**config.mk**
```make
export PLATFORM = sky130hd
export DESIGN_NAME = mem_burst_controller
export DESIGN_NICKNAME = d
export VERILOG_FILES = /design/src/rtl/mem_burst_controller.sv
export SDC_FILE = /design/constraint.sdc
export NUM_CORES = 1
export LEC_CHECK = 0
export CAP_MARGIN = 0
export CORE_MARGIN = 2
export CORE_UTILIZATION = 48
export DETAILED_ROUTE_END_ITERATION = 16
export GPL_TIMING_DRIVEN = 0
export PLACE_DENSITY = 0.8
export SLEW_MARGIN = 20
export SYNTH_ARGS = -nofsm -noshare
export SYNTH_HDL_FRONTEND = slang
export SYNTH_SLANG_ARGS = --single-unit
```
**constraint.sdc**
```tcl
create_clock -name Clk -period 2.2 [get_ports Clk]
set_input_delay 0.44 -clock Clk [delete_from_list [all_inputs] [get_ports Clk]]
set_output_delay 0.44 -clock Clk [all_outputs]
set_load 0.1 [all_outputs]
```
**src/rtl/mem_burst_controller.sv**
```systemverilog
// mem_burst_controller
//   Request sequencer in front of the MxN memory block. Single and burst read/write
//   requests arrive over a valid/ready bus; the controller drives registered
//   Addr/WE/DataIn into the memory and returns read beats from its registered Dout
//   with RdValid/RdLast.
//
//   Build option: define MEM_WRAP_BURST_EN to make the burst address wrap inside the
//   aligned 2^BURST_WIDTH block holding ReqAddr (critical-word-first). Without it the
//   address increments linearly modulo 2^ADDR_WIDTH.
module mem_burst_controller #(
  parameter int unsigned MEM_WIDTH    = 8,
  parameter int unsigned ADDR_WIDTH   = 8,
  parameter int unsigned BURST_WIDTH  = 4,
  parameter int unsigned READ_LATENCY = 1
) (
  input  logic                   Clk,
  input  logic                   Rst,
  input  logic                   ReqValid,
  output logic                   ReqReady,
  input  logic                   ReqWrite,
  input  logic [ADDR_WIDTH-1:0]  ReqAddr,
  input  logic [BURST_WIDTH-1:0] ReqLen,
  input  logic [MEM_WIDTH-1:0]   WrData,
  input  logic                   WrValid,
  output logic                   WrReady,
  output logic [MEM_WIDTH-1:0]   RdData,
  output logic                   RdValid,
  output logic                   RdLast,
  output logic                   Busy,
  output logic [ADDR_WIDTH-1:0]  MemAddr,
  output logic                   MemWE,
  output logic [MEM_WIDTH-1:0]   MemDataIn,
  input  logic [MEM_WIDTH-1:0]   MemDout
);

  localparam logic [1:0] ST_IDLE  = 2'd0;
  localparam logic [1:0] ST_WRITE = 2'd1;
  localparam logic [1:0] ST_READ  = 2'd2;
  localparam logic [1:0] ST_DRAIN = 2'd3;

`ifdef MEM_WRAP_BURST_EN
  // Low address bits that cycle inside one burst block; the rest stay fixed.
  localparam logic [ADDR_WIDTH-1:0] WRAP_MASK =
    ADDR_WIDTH'((64'd1 << BURST_WIDTH) - 64'd1);
`endif

  logic [1:0]             state;
  logic [ADDR_WIDTH-1:0]  addr_q;      // next address to present to the memory
  logic [BURST_WIDTH-1:0] cnt_q;       // beats still to issue (write: minus one)
  logic                   req_accept;
  logic                   rd_issue;
  logic                   rd_issue_last;
  logic [READ_LATENCY:0]  pipe_vld;    // tracks issued read beats until capture
  logic [READ_LATENCY:0]  pipe_last;
  logic                   ret_vld;
  logic                   ret_last;

  // Successor address. Wrapping keeps the upper bits of the current address, which
  // are always those of the start address, so no separate base register is needed.
  function automatic logic [ADDR_WIDTH-1:0] next_addr(input logic [ADDR_WIDTH-1:0] a);
    logic [ADDR_WIDTH-1:0] inc;
    inc = a + ADDR_WIDTH'(1);
`ifdef MEM_WRAP_BURST_EN
    return (a & ~WRAP_MASK) | (inc & WRAP_MASK);
`else
    return inc;
`endif
  endfunction

  assign ReqReady = (state == ST_IDLE);
  assign WrReady  = (state == ST_WRITE);
  assign Busy     = (state != ST_IDLE);
  assign ret_vld  = pipe_vld[READ_LATENCY];
  assign ret_last = pipe_last[READ_LATENCY];

  // Request handshake and read-beat issue decode for the current cycle.
  always_comb begin
    req_accept    = ReqValid && (state == ST_IDLE);
    rd_issue      = (req_accept && !ReqWrite) || (state == ST_READ);
    rd_issue_last = 1'b0;
    if (state == ST_IDLE) begin
      rd_issue_last = (ReqLen == '0);
    end else begin
      rd_issue_last = (cnt_q == BURST_WIDTH'(1));
    end
  end

  // Sequencer state plus the registered memory-side strobes.
  always_ff @(posedge Clk or posedge Rst) begin
    if (Rst) begin
      state     <= ST_IDLE;
      addr_q    <= '0;
      cnt_q     <= '0;
      MemAddr   <= '0;
      MemWE     <= 1'b0;
      MemDataIn <= '0;
    end else begin
      MemWE <= 1'b0;
      case (state)
        ST_IDLE: begin
          if (req_accept) begin
            cnt_q <= ReqLen;
            if (ReqWrite) begin
              addr_q <= ReqAddr;
              state  <= ST_WRITE;
            end else begin
              // Read beat 0 goes out on the accepting edge itself.
              MemAddr <= ReqAddr;
              addr_q  <= next_addr(ReqAddr);
              state   <= (ReqLen == '0) ? ST_DRAIN : ST_READ;
            end
          end
        end
        ST_WRITE: begin
          if (WrValid) begin
            MemWE     <= 1'b1;
            MemAddr   <= addr_q;
            MemDataIn <= WrData;
            addr_q    <= next_addr(addr_q);
            if (cnt_q == '0) begin
              state <= ST_IDLE;
            end else begin
              cnt_q <= cnt_q - BURST_WIDTH'(1);
            end
          end
        end
        ST_READ: begin
          MemAddr <= addr_q;
          addr_q  <= next_addr(addr_q);
          cnt_q   <= cnt_q - BURST_WIDTH'(1);
          if (cnt_q == BURST_WIDTH'(1)) begin
            state <= ST_DRAIN;
          end
        end
        ST_DRAIN: begin
          // Leave on the edge that presents the final beat to the bus.
          if (ret_vld && ret_last) begin
            state <= ST_IDLE;
          end
        end
        default: state <= ST_IDLE;
      endcase
    end
  end

  // Read return path: issued beats age through the pipe until memory data is captured.
  always_ff @(posedge Clk or posedge Rst) begin
    if (Rst) begin
      pipe_vld  <= '0;
      pipe_last <= '0;
      RdValid   <= 1'b0;
      RdLast    <= 1'b0;
      RdData    <= '0;
    end else begin
      pipe_vld  <= {pipe_vld[READ_LATENCY-1:0], rd_issue};
      pipe_last <= {pipe_last[READ_LATENCY-1:0], rd_issue && rd_issue_last};
      RdValid   <= ret_vld;
      RdLast    <= ret_vld && ret_last;
      if (ret_vld) begin
        RdData <= MemDout;
      end
    end
  end

endmodule
```
==> key figures, run 1 <==
Yosys
  – Synthesized netlist net count: about 250
  – #FFs+latches synth: 45
  – Asr flop ratio synth: 1.00
  – Synthesized cell area: roughly 2300 sq um
  – Synth area leader: dfrtp_1
  – EDFF count, synth: 0
  – Synth warn: 0
  – Share of the yosys chip area belonging to registers: 0.489
  – Most common cell in the synthesized netlist: dfrtp_1
  – Post-Syn Area per Cell: ~11 sq um
  – Netlist cell types: 46
  – Top post-synthesis cells by area: dfrtp_1 (49%), mux2_2 (16%), ha_1 (4.3%), o21ai_0 (2.6%), a21oi_1 (2.2%)
  – Mapped Cells: approximately 210
  – Area share of the largest cell type after synthesis: 0.489
  – Most used flip-flop cell after synthesis: dfrtp_1
  – Post-synth top cells: dfrtp_1 (45), mux2_2 (32), nand2_1 (13)

Floorplanning
  – Die area: about 5400 sq um
  – Top Ports: between 60 and 70
  – Row count: 25
  – Die X: 73.3 um
  – Initial Util: 0.494
  – Core footprint: around 4700 sq um
  – Die H: 73.3 um

Critical path
  – R2r worst-path depth: 8
  – Kind of critical path: flop to flop
  – Critical-path cell list: inv_2 > ha_4 > and2b_2 > or3_4 > buf_8 > a21oi_4 > buf_12 > mux2_2
  – Crit-path max cell delay: 420 ps
  – Setup crit end kind: flop
  – Slowest-stage cell, CP: dfrtp_2
  – WP data arrival: 2340 ps
  – RR Endpoint: MemAddr[7]
  – Worst r2r src: state[0]
  – Critical Path Start Type: flop
  – CP required: about 2400 ps
  – Critical path startpoint: state[0]
  – CP max FO: 10
  – Buf+Inv Stages, Crit Path: 3
  – R2R setup slack: 40 ps
  – CP delay by family, top: simple AND/OR/NAND/NOR gates

Final layout
  – Register Area: between 1000 and 1500 sq um
  – Synthesis-to-layout area growth: 37.0%
  – Post-Layout Cell Count: about 330
  – Layout Nets: 320
  – Multi-input gate area: about 1100 sq um
  – Fillers: between 300 and 400
  – Ratio of cells with drive above 1 in the final layout: 0.243
  – # diodes: 0

Placement
  – PortBufs: 61
  – Dpl cells: around 320
  – GP Congestion: approximately 0.81
  – Hpwl dp: roughly 3800 um

STA
  – Setup violators final: 0
  – Final Hold Viols: 0
  – Worst Max-Slew Pin Slew: between 900 and 1000 ps
  – Fmax: roughly 460 MHz
  – Worst Clk Skew: 5.44 ps
  – WHS: about 350 ps
  – Final min period: 2160 ps
  – Max Slew Vio Count: 0
  – Slew headroom: 0.354
  – Final period utilization: 0.981

Run
  – Max Cap Viol: 0

CTS
  – Clk sink count: 45
  – CTS Buffer Depth: 2
  – Hold buffers post-CTS: 0
  – Clock transition at path regs: around 90 ps
  – Number of H-tree levels: 2
  – Inserted Clock Buffers: 5
  – Clk Latency, worst-skew pair: 300 ps
  – Clock root buffer: clkbuf_8
  – CTS tree: built

Routing
  – Drt initial violations: 124
  – DRC: 0
  – Post-DR wirelength/cell: about 15 um
  – Final ANT Viol Nets: 0
  – Total wire length: around 5000 um
  – Drt first pass iters: 4
  – Drt via density: around 5.4
  – Via Count: roughly 1.8k

Power
  – Maximum vdd drop: approximately 0.41 mV
  – Leak pwr: 1.49 nW
  – Pwr Density: roughly 500 nW/um^2

Hold path
  – WHS Endpoint: pipe_vld[1]
  – Hold crit path type: flop to flop
  – Hold Path Depth: 0
  – Critical hold path startpoint: pipe_vld[0]

GRT
  – Antenna violations before repair: 0
  – Gr ovfl total: 0
  – Largest net degree at the start of global routing: 32
  – First-pass GRT wire length: a little over 8000 um
  – Vias in the first global route: about 1.7k
  – GRT Overall Usage: 0.199

Run status
  – Outcome: finished clean
## layout make-up
class,count,share of cell area
Multi-Input combinational cell,143,0.360
Timing Repair Buffer,66,0.204
Clock buffer,5,0.0218
Inverter,12,0.0155
Buffer,6,0.0127
Sequential cell,45,0.358
Clock inverter,3,0.00714
Tap cell,54,0.0214
## report_power, final
part	switching [W]	total [W]	internal, W
combinational	0.000104	0.000194	0.0000899
clock	0.000291	0.000516	0.000225
sequential	0.0000120	0.000852	0.000840
## cell families after synthesis
kind of cell	after synthesis	synth area share
adder cells (fa/ha/maj)	8	0.0435
AO/OA/AOI/OAI	40	0.116
flip-flops	45	0.489
buffers and inverters	19	0.0332
multiplexers	34	0.165
AND/OR/NAND/NOR	57	0.138
XOR/XNOR	4	0.0152
## worst max path at each step
| stage | to | slack (ps) | cells past startpoint |
|---|---|---|---|
| final | MemAddr[7] | 40 | 8 |
| after global routing | MemAddr[7] | -30 | 8 |
| after CTS | MemAddr[7] | 8 | 7 |
| after detailed placement | MemAddr[7] | -240 | 6 |
| after global placement | addr_q[6] | -240 | 8 |
| after floorplan | MemAddr[0] | -0.2 | 7 |
## registers in the layout, indices dropped and copies added (netlist names)
name,count
addr_q,8
pipe_last,2
pipe_vld,2
MemWE,1
MemAddr,8
MemDataIn,8
RdData,8
state,2
cnt_q,4
RdLast,1
RdValid,1
## repair_timing
action                                  CTS  global route
setup buffers                             1             3
hold endpoints to repair                  0             0
cloned                                    0             0
endpoints found under the setup margin   44             9
gates resized for setup                  39             4
## per-stage QoR
stage	cell area, sq um	total power [W]	worst slack (ps)	TNS [ps]	util
after global placement	3010	0.00106	-241	-13240	0.646
after detailed placement	3030	0.00107	-243	-3090	0.651
after floorplan	2330	0.000971	-0.223	-1.78	-
final	3150	0.00156	42.8	0	0.677
after global routing	3150	0.00163	-26.8	-139	0.677
after CTS	3110	0.00158	8.03	0	0.666
## per-layer routing
layer	GRT usage	vias to the layer above	share of wire
met5	0	-	0
met4	0.0905	0	0.019
met3	0.0329	7	0.036
met2	0.317	43	0.49
met1	0.265	847	0.45
li1	-	892	-
## cell usage in the layout, fill, tap and decap left out, types with 5 or more instances in the layout
cell,count
ha_1,6
o21ai_0,12
nor3_1,5
dfrtp_1,44
clkdlybuf4s50_1,31
dlygate4sd2_1,27
nor2_1,11
a21oi_1,10
inv_1,9
clkbuf_8,5
mux2_2,31
nand2_1,13
Power figures use the tool's default switching activity.
==> run 2, diff against run 1 <==
- CAP_MARGIN: 0 -> 20
- PLACE_DENSITY: 0.8 -> 0.88
==> run 2 against run 1 <==
Clock-buffer cell count unchanged. Clock power increased by 1%. Die area unchanged. First-iteration DRC count decreased by 19%. Setup slack improved by 18 ps. Sequential share of layout area about the same. Highest routed layer unchanged. Core utilization increased by 0.054 points. Largest cell class unchanged. Largest power group unchanged. Non-clock buffer count increased by 1. Wire length increased by 5.1%.
==> key figures, run 2 (same netlist as run 1, synthesis figures left out) <==
Power
  – Seq pwr share: 0.543
  – Sw Share: 0.263
  – Internal: ~0.0012 W
  – Pwr Density: just under 500 nW/um^2
  – Logic pwr share: 0.125
  – NetSw: 0.000412 W
  – Maximum vdd drop: approximately 0.31 mV
  – Leak pwr: approximately 1.5 nW
  – Clock share of power: 0.332

CTS
  – Inserted Clock Buffers: 5
  – Clk sink count: between 40 and 50
  – Hold buffers post-CTS: 0
  – Number of H-tree levels: 2
  – Clock root buffer: clkbuf_8
  – Clock transition at path regs: about 90 ps
  – CTS Buffer Depth: 2
  – CTS tree: built
  – Clk Latency, worst-skew pair: 300 ps

Hold path
  – Hold crit path type: flop to flop

Placement
  – Pre-CTS WS: -264 ps
  – GP Congestion: approximately 0.83
  – Hpwl dp: 3900 um
  – PortBufs: a little over 60

Run
  – Max Cap Viol: 0

STA
  – Final min period: approximately 2100 ps
  – Setup violators final: 0
  – Final Hold Viols: 0
  – WHS: ~360 ps
  – Max Slew Vio Count: 0
  – Worst Max-Slew Pin Slew: 975 ps
  – Slew headroom: 0.353
  – Fmax: 468 MHz
  – Final period utilization: 0.972
  – Worst Clk Skew: around 11 ps
  – Final worst slack: 61.3 ps

Routing
  – Final ANT Viol Nets: 0
  – Post-DR wirelength/cell: 15.7 um
  – Drt via density: about 5.5
  – Drt first pass iters: 4
  – Via Count: roughly 1.8k
  – Total wire length: 5270 um
  – Drt initial violations: just over 100
  – DRC: 0

GRT
  – Largest net degree at the start of global routing: 35
  – GRT Overall Usage: 0.198
  – First-pass GRT wire length: 8210 um
  – Antenna violations before repair: 0
  – Gr ovfl total: 0
  – Vias in the first global route: around 1.7k

Final layout
  – Ratio of cells with drive above 1 in the final layout: 0.246
  – Most frequent cells in the layout: dfrtp_1 (44), clkdlybuf4s50_1 (31), mux2_2 (30)
  – Layout Nets: between 300 and 400
  – Most common cell after layout, fill and taps aside: dfrtp_1
  – Register Area: roughly 1100 sq um
  – Multi-input gate area: between 1000 and 1500 sq um
  – Synthesis-to-layout area growth: 37.1%
  – # diodes: 0
  – Fillers: 354

Floorplanning
  – Top Ports: 63
  – Initial Util: 0.494
  – Row count: 25
  – Core footprint: 4660 sq um
  – Die H: roughly 73 um
  – Die area: between 5000 and 6000 sq um
  – Die X: roughly 73 um

Critical path
  – Critical-path cell list: inv_2 > ha_4 > and2b_2 > or3_1 > buf_4 > a21oi_4 > buf_12 > mux2_2
  – Kind of critical path: flop to flop
  – CP max FO: 10
  – CP required: 2390 ps
  – Crit-path max cell delay: between 400 and 500 ps
  – CP delay by family, top: simple AND/OR/NAND/NOR gates
  – Critical Path Start Type: flop
  – WP data arrival: about 2300 ps
  – Slowest-stage cell, CP: dfrtp_2
  – Buf+Inv Stages, Crit Path: 3
  – Setup crit end kind: flop

Run status
  – Outcome: finished clean
[run 2: worst paths after layout]
kind	from	to	slack, ps	cells after the start
max reg2reg	state[0]	MemAddr[4]	60	8
min in group asynchronous	Rst	addr_q[3]	380	2
max in group asynchronous	Rst	state[0]	1350	3
min reg2reg	pipe_vld[0]	pipe_vld[1]	360	0
max	state[0]	MemAddr[4]	60	8
min	pipe_vld[0]	pipe_vld[1]	360	0
[run 2: area by class of cell]
class	count	area share
flip-flops and latches	45	0.357
repair buffers	67	0.207
plain buffers	6	0.0103
inverters	12	0.0155
clock buffers	5	0.0218
clock inverters	3	0.00714
multi-input cells	143	0.359
well taps	54	0.0214
[run 2: stage by stage]
step | TNS, ps | power [W] | instance area (sq um) | std cells | utilization
after floorplan | -1.78 | 0.000971 | 2330 | 207 | -
after global placement | -11990 | 0.00106 | 3010 | 322 | 0.646
after detailed placement | -3420 | 0.00107 | 3030 | 323 | 0.651
after CTS | 0 | 0.00158 | 3100 | 331 | 0.666
after global routing | -51.9 | 0.00164 | 3160 | 335 | 0.677
final | 0 | 0.00157 | 3160 | 335 | 0.677
[run 2: power groups by stage]
stage,combinational (W),sequential (W),clock (W)
2_1_floorplan,0.0000639,0.000907,0
4_1_cts,0.000196,0.000851,0.000530
5_1_grt,0.000211,0.000853,0.000572
6_report,0.000196,0.000851,0.000521
3_3_place_gp,0.000190,0.000867,0
3_5_place_dp,0.000199,0.000868,0
[run 2: repair_timing]
| action | 4_1_cts | 5_1_grt |
|---|---|---|
| resized for setup | 38 | 4 |
| buffers inserted | 1 | 4 |
| pin swaps | 0 | 1 |
| setup endpoints to repair | 46 | 10 |
[run 2: layer usage]
layer	wire length, um	GRT usage	vias to the layer above
li1	-	-	897
met4	33	0.0556	0
met3	167	0.0398	3
met5	0	0	-
met1	2360	0.261	899
met2	2720	0.331	41
==> run 3, diff against run 2 <==
- MAX_ROUTING_LAYER: not set -> met4
==> run 3 against run 2 <==
Hold slack is essentially flat. Sequential share of layout area shrank 0.085 points. Global-route usage grew 0.59 points. Setup slack gained 9.9 ps. Maximum frequency grew 0.46%. First-iteration DRC count grew 32%. Core utilization grew 0.16 points. Die area is the same. Critical path type unchanged. Critical endpoint is now MemAddr[3]. Largest cell class unchanged. Largest power group unchanged.
==> key figures, run 3 (same netlist as run 1, synthesis figures left out) <==
CTS
  – Clock root buffer: clkbuf_8
  – Number of H-tree levels: 2
  – Clk Latency, worst-skew pair: between 300 and 400 ps
  – Hold buffers post-CTS: 0
  – Inserted Clock Buffers: 5
  – Clock transition at path regs: 90 ps
  – Clk sink count: 45
  – CTS Buffer Depth: 2
  – CTS tree: built

Placement
  – Hpwl dp: 3900 um
  – PortBufs: a little over 60
  – GP Congestion: roughly 0.84
  – Dpl cells: between 300 and 400

GRT
  – GRT Overall Usage: 0.204
  – First-pass GRT wire length: between 8000 and 9000 um
  – Antenna violations before repair: 0
  – Largest net degree at the start of global routing: 35
  – Gr ovfl total: 0
  – Vias in the first global route: ~1.7k

Final layout
  – Multi-input gate area: approximately 1100 sq um
  – Register Area: between 1000 and 1500 sq um
  – Most common cell after layout, fill and taps aside: dfrtp_1
  – Synthesis-to-layout area growth: 37.4%
  – Post-Layout Cell Count: between 300 and 400
  – Fillers: around 350
  – Ratio of cells with drive above 1 in the final layout: 0.246
  – Layout Nets: 321
  – # diodes: 0
  – Most frequent cells in the layout: dfrtp_1 (44), clkdlybuf4s50_1 (31), mux2_2 (29)

STA
  – Final period utilization: 0.968
  – Max Slew Vio Count: 0
  – Worst Max-Slew Pin Slew: ~1000 ps
  – Fmax: approximately 470 MHz
  – TNS Setup: 0 ps
  – Worst Clk Skew: around 13 ps
  – Slew headroom: 0.352
  – Final Hold Viols: 0
  – Final min period: around 2100 ps
  – Setup violators final: 0

Floorplanning
  – Die H: between 70 and 80 um
  – Die area: 5370 sq um
  – Die X: around 73 um
  – Initial Util: 0.494
  – Core footprint: approximately 4700 sq um
  – Top Ports: between 60 and 70
  – Row count: 25

Critical path
  – CP max FO: 10
  – Setup crit end kind: flop
  – Critical Path Start Type: flop
  – Kind of critical path: flop to flop
  – CP required: 2390 ps
  – WP data arrival: 2320 ps

Power
  – Pwr Density: approximately 500 nW/um^2
  – Maximum vdd drop: 0.311 mV
  – Leak pwr: approximately 1.5 nW

Routing
  – Drt first pass iters: 4
  – Via Count: ~1.9k
  – Drt via density: 5.61
  – Final ANT Viol Nets: 0
  – Drt initial violations: between 100 and 150
  – Total wire length: around 5300 um
  – DRC: 0
  – Post-DR wirelength/cell: around 16 um

Hold path
  – Hold crit path type: flop to flop

Run
  – Max Cap Viol: 0

Run status
  – Outcome: finished clean
run 3: cell types whose count changed in the layout (fill, tap and decap cells not counted):
cell,before,now
buf_4,5,4
buf_6,0,1
mux2_2,30,29
mux2_4,2,3
run 3: layer usage:
metal  vias to the layer above  routed length [um]  part of all wire  global-route usage
met5                         -                   0                 0                   -
met3                         5                 198             0.037              0.0370
met4                         0                  51            0.0096              0.0576
met2                        48                2770              0.52               0.331
li1                        893                   -                 -                   -
met1                       933                2300              0.43               0.262
run 3: what timing repair did:
action	4_1_cts	5_1_grt
pin swaps	0	1
gates resized for setup	38	6
setup buffers	1	4
gates cloned	0	0
endpoints found under the setup margin	46	10
run 3: worst max-delay path, stage by stage (launching register included):
cell,delay [ps]
dfrtp_2,430
inv_2,70
ha_4,190
and2b_2,250
or3_1,330
buf_6,160
a21oi_4,130
buf_12,140
mux2_2,330
run 3: power breakdown:
part	switching, W	leakage [nW]	internal, W
combinational	0.000105	0.882	0.0000910
sequential	0.0000117	0.580	0.000840
clock	0.000297	0.0481	0.000225
run 3: path summary, 6_finish.rpt:
check | depth (start not counted) | slack, ps | endpoint | from
max reg2reg | 8 | 70 | MemAddr[3] | state[0]
max | 8 | 70 | MemAddr[3] | state[0]
min reg2reg | 0 | 360 | pipe_vld[1] | pipe_vld[0]
min | 0 | 360 | pipe_vld[1] | pipe_vld[0]
min in group asynchronous | 2 | 380 | addr_q[3] | Rst
max in group asynchronous | 3 | 1350 | state[0] | Rst
run 3: final cells by class:
class | count | share of cell area
Sequential cell | 45 | 0.356
Multi-Input combinational cell | 143 | 0.360
Tap cell | 54 | 0.0214
Timing Repair Buffer | 67 | 0.207
Clock inverter | 3 | 0.00712
Buffer | 6 | 0.0115
Clock buffer | 5 | 0.0218
Inverter | 12 | 0.0154
run 3: stage by stage:
step                area [sq um]   util  hold WS [ps]  setup WS [ps]  total power, W
finish                      3160  0.679           358           71.2         0.00157
CTS                         3100  0.666           359           1.47         0.00158
floorplan                   2330      -           331         -0.223        0.000971
detailed placement          3030  0.651           339           -264         0.00107
global route                3160  0.679           363          -1.85         0.00164
global placement            3010  0.646           332           -236         0.00106
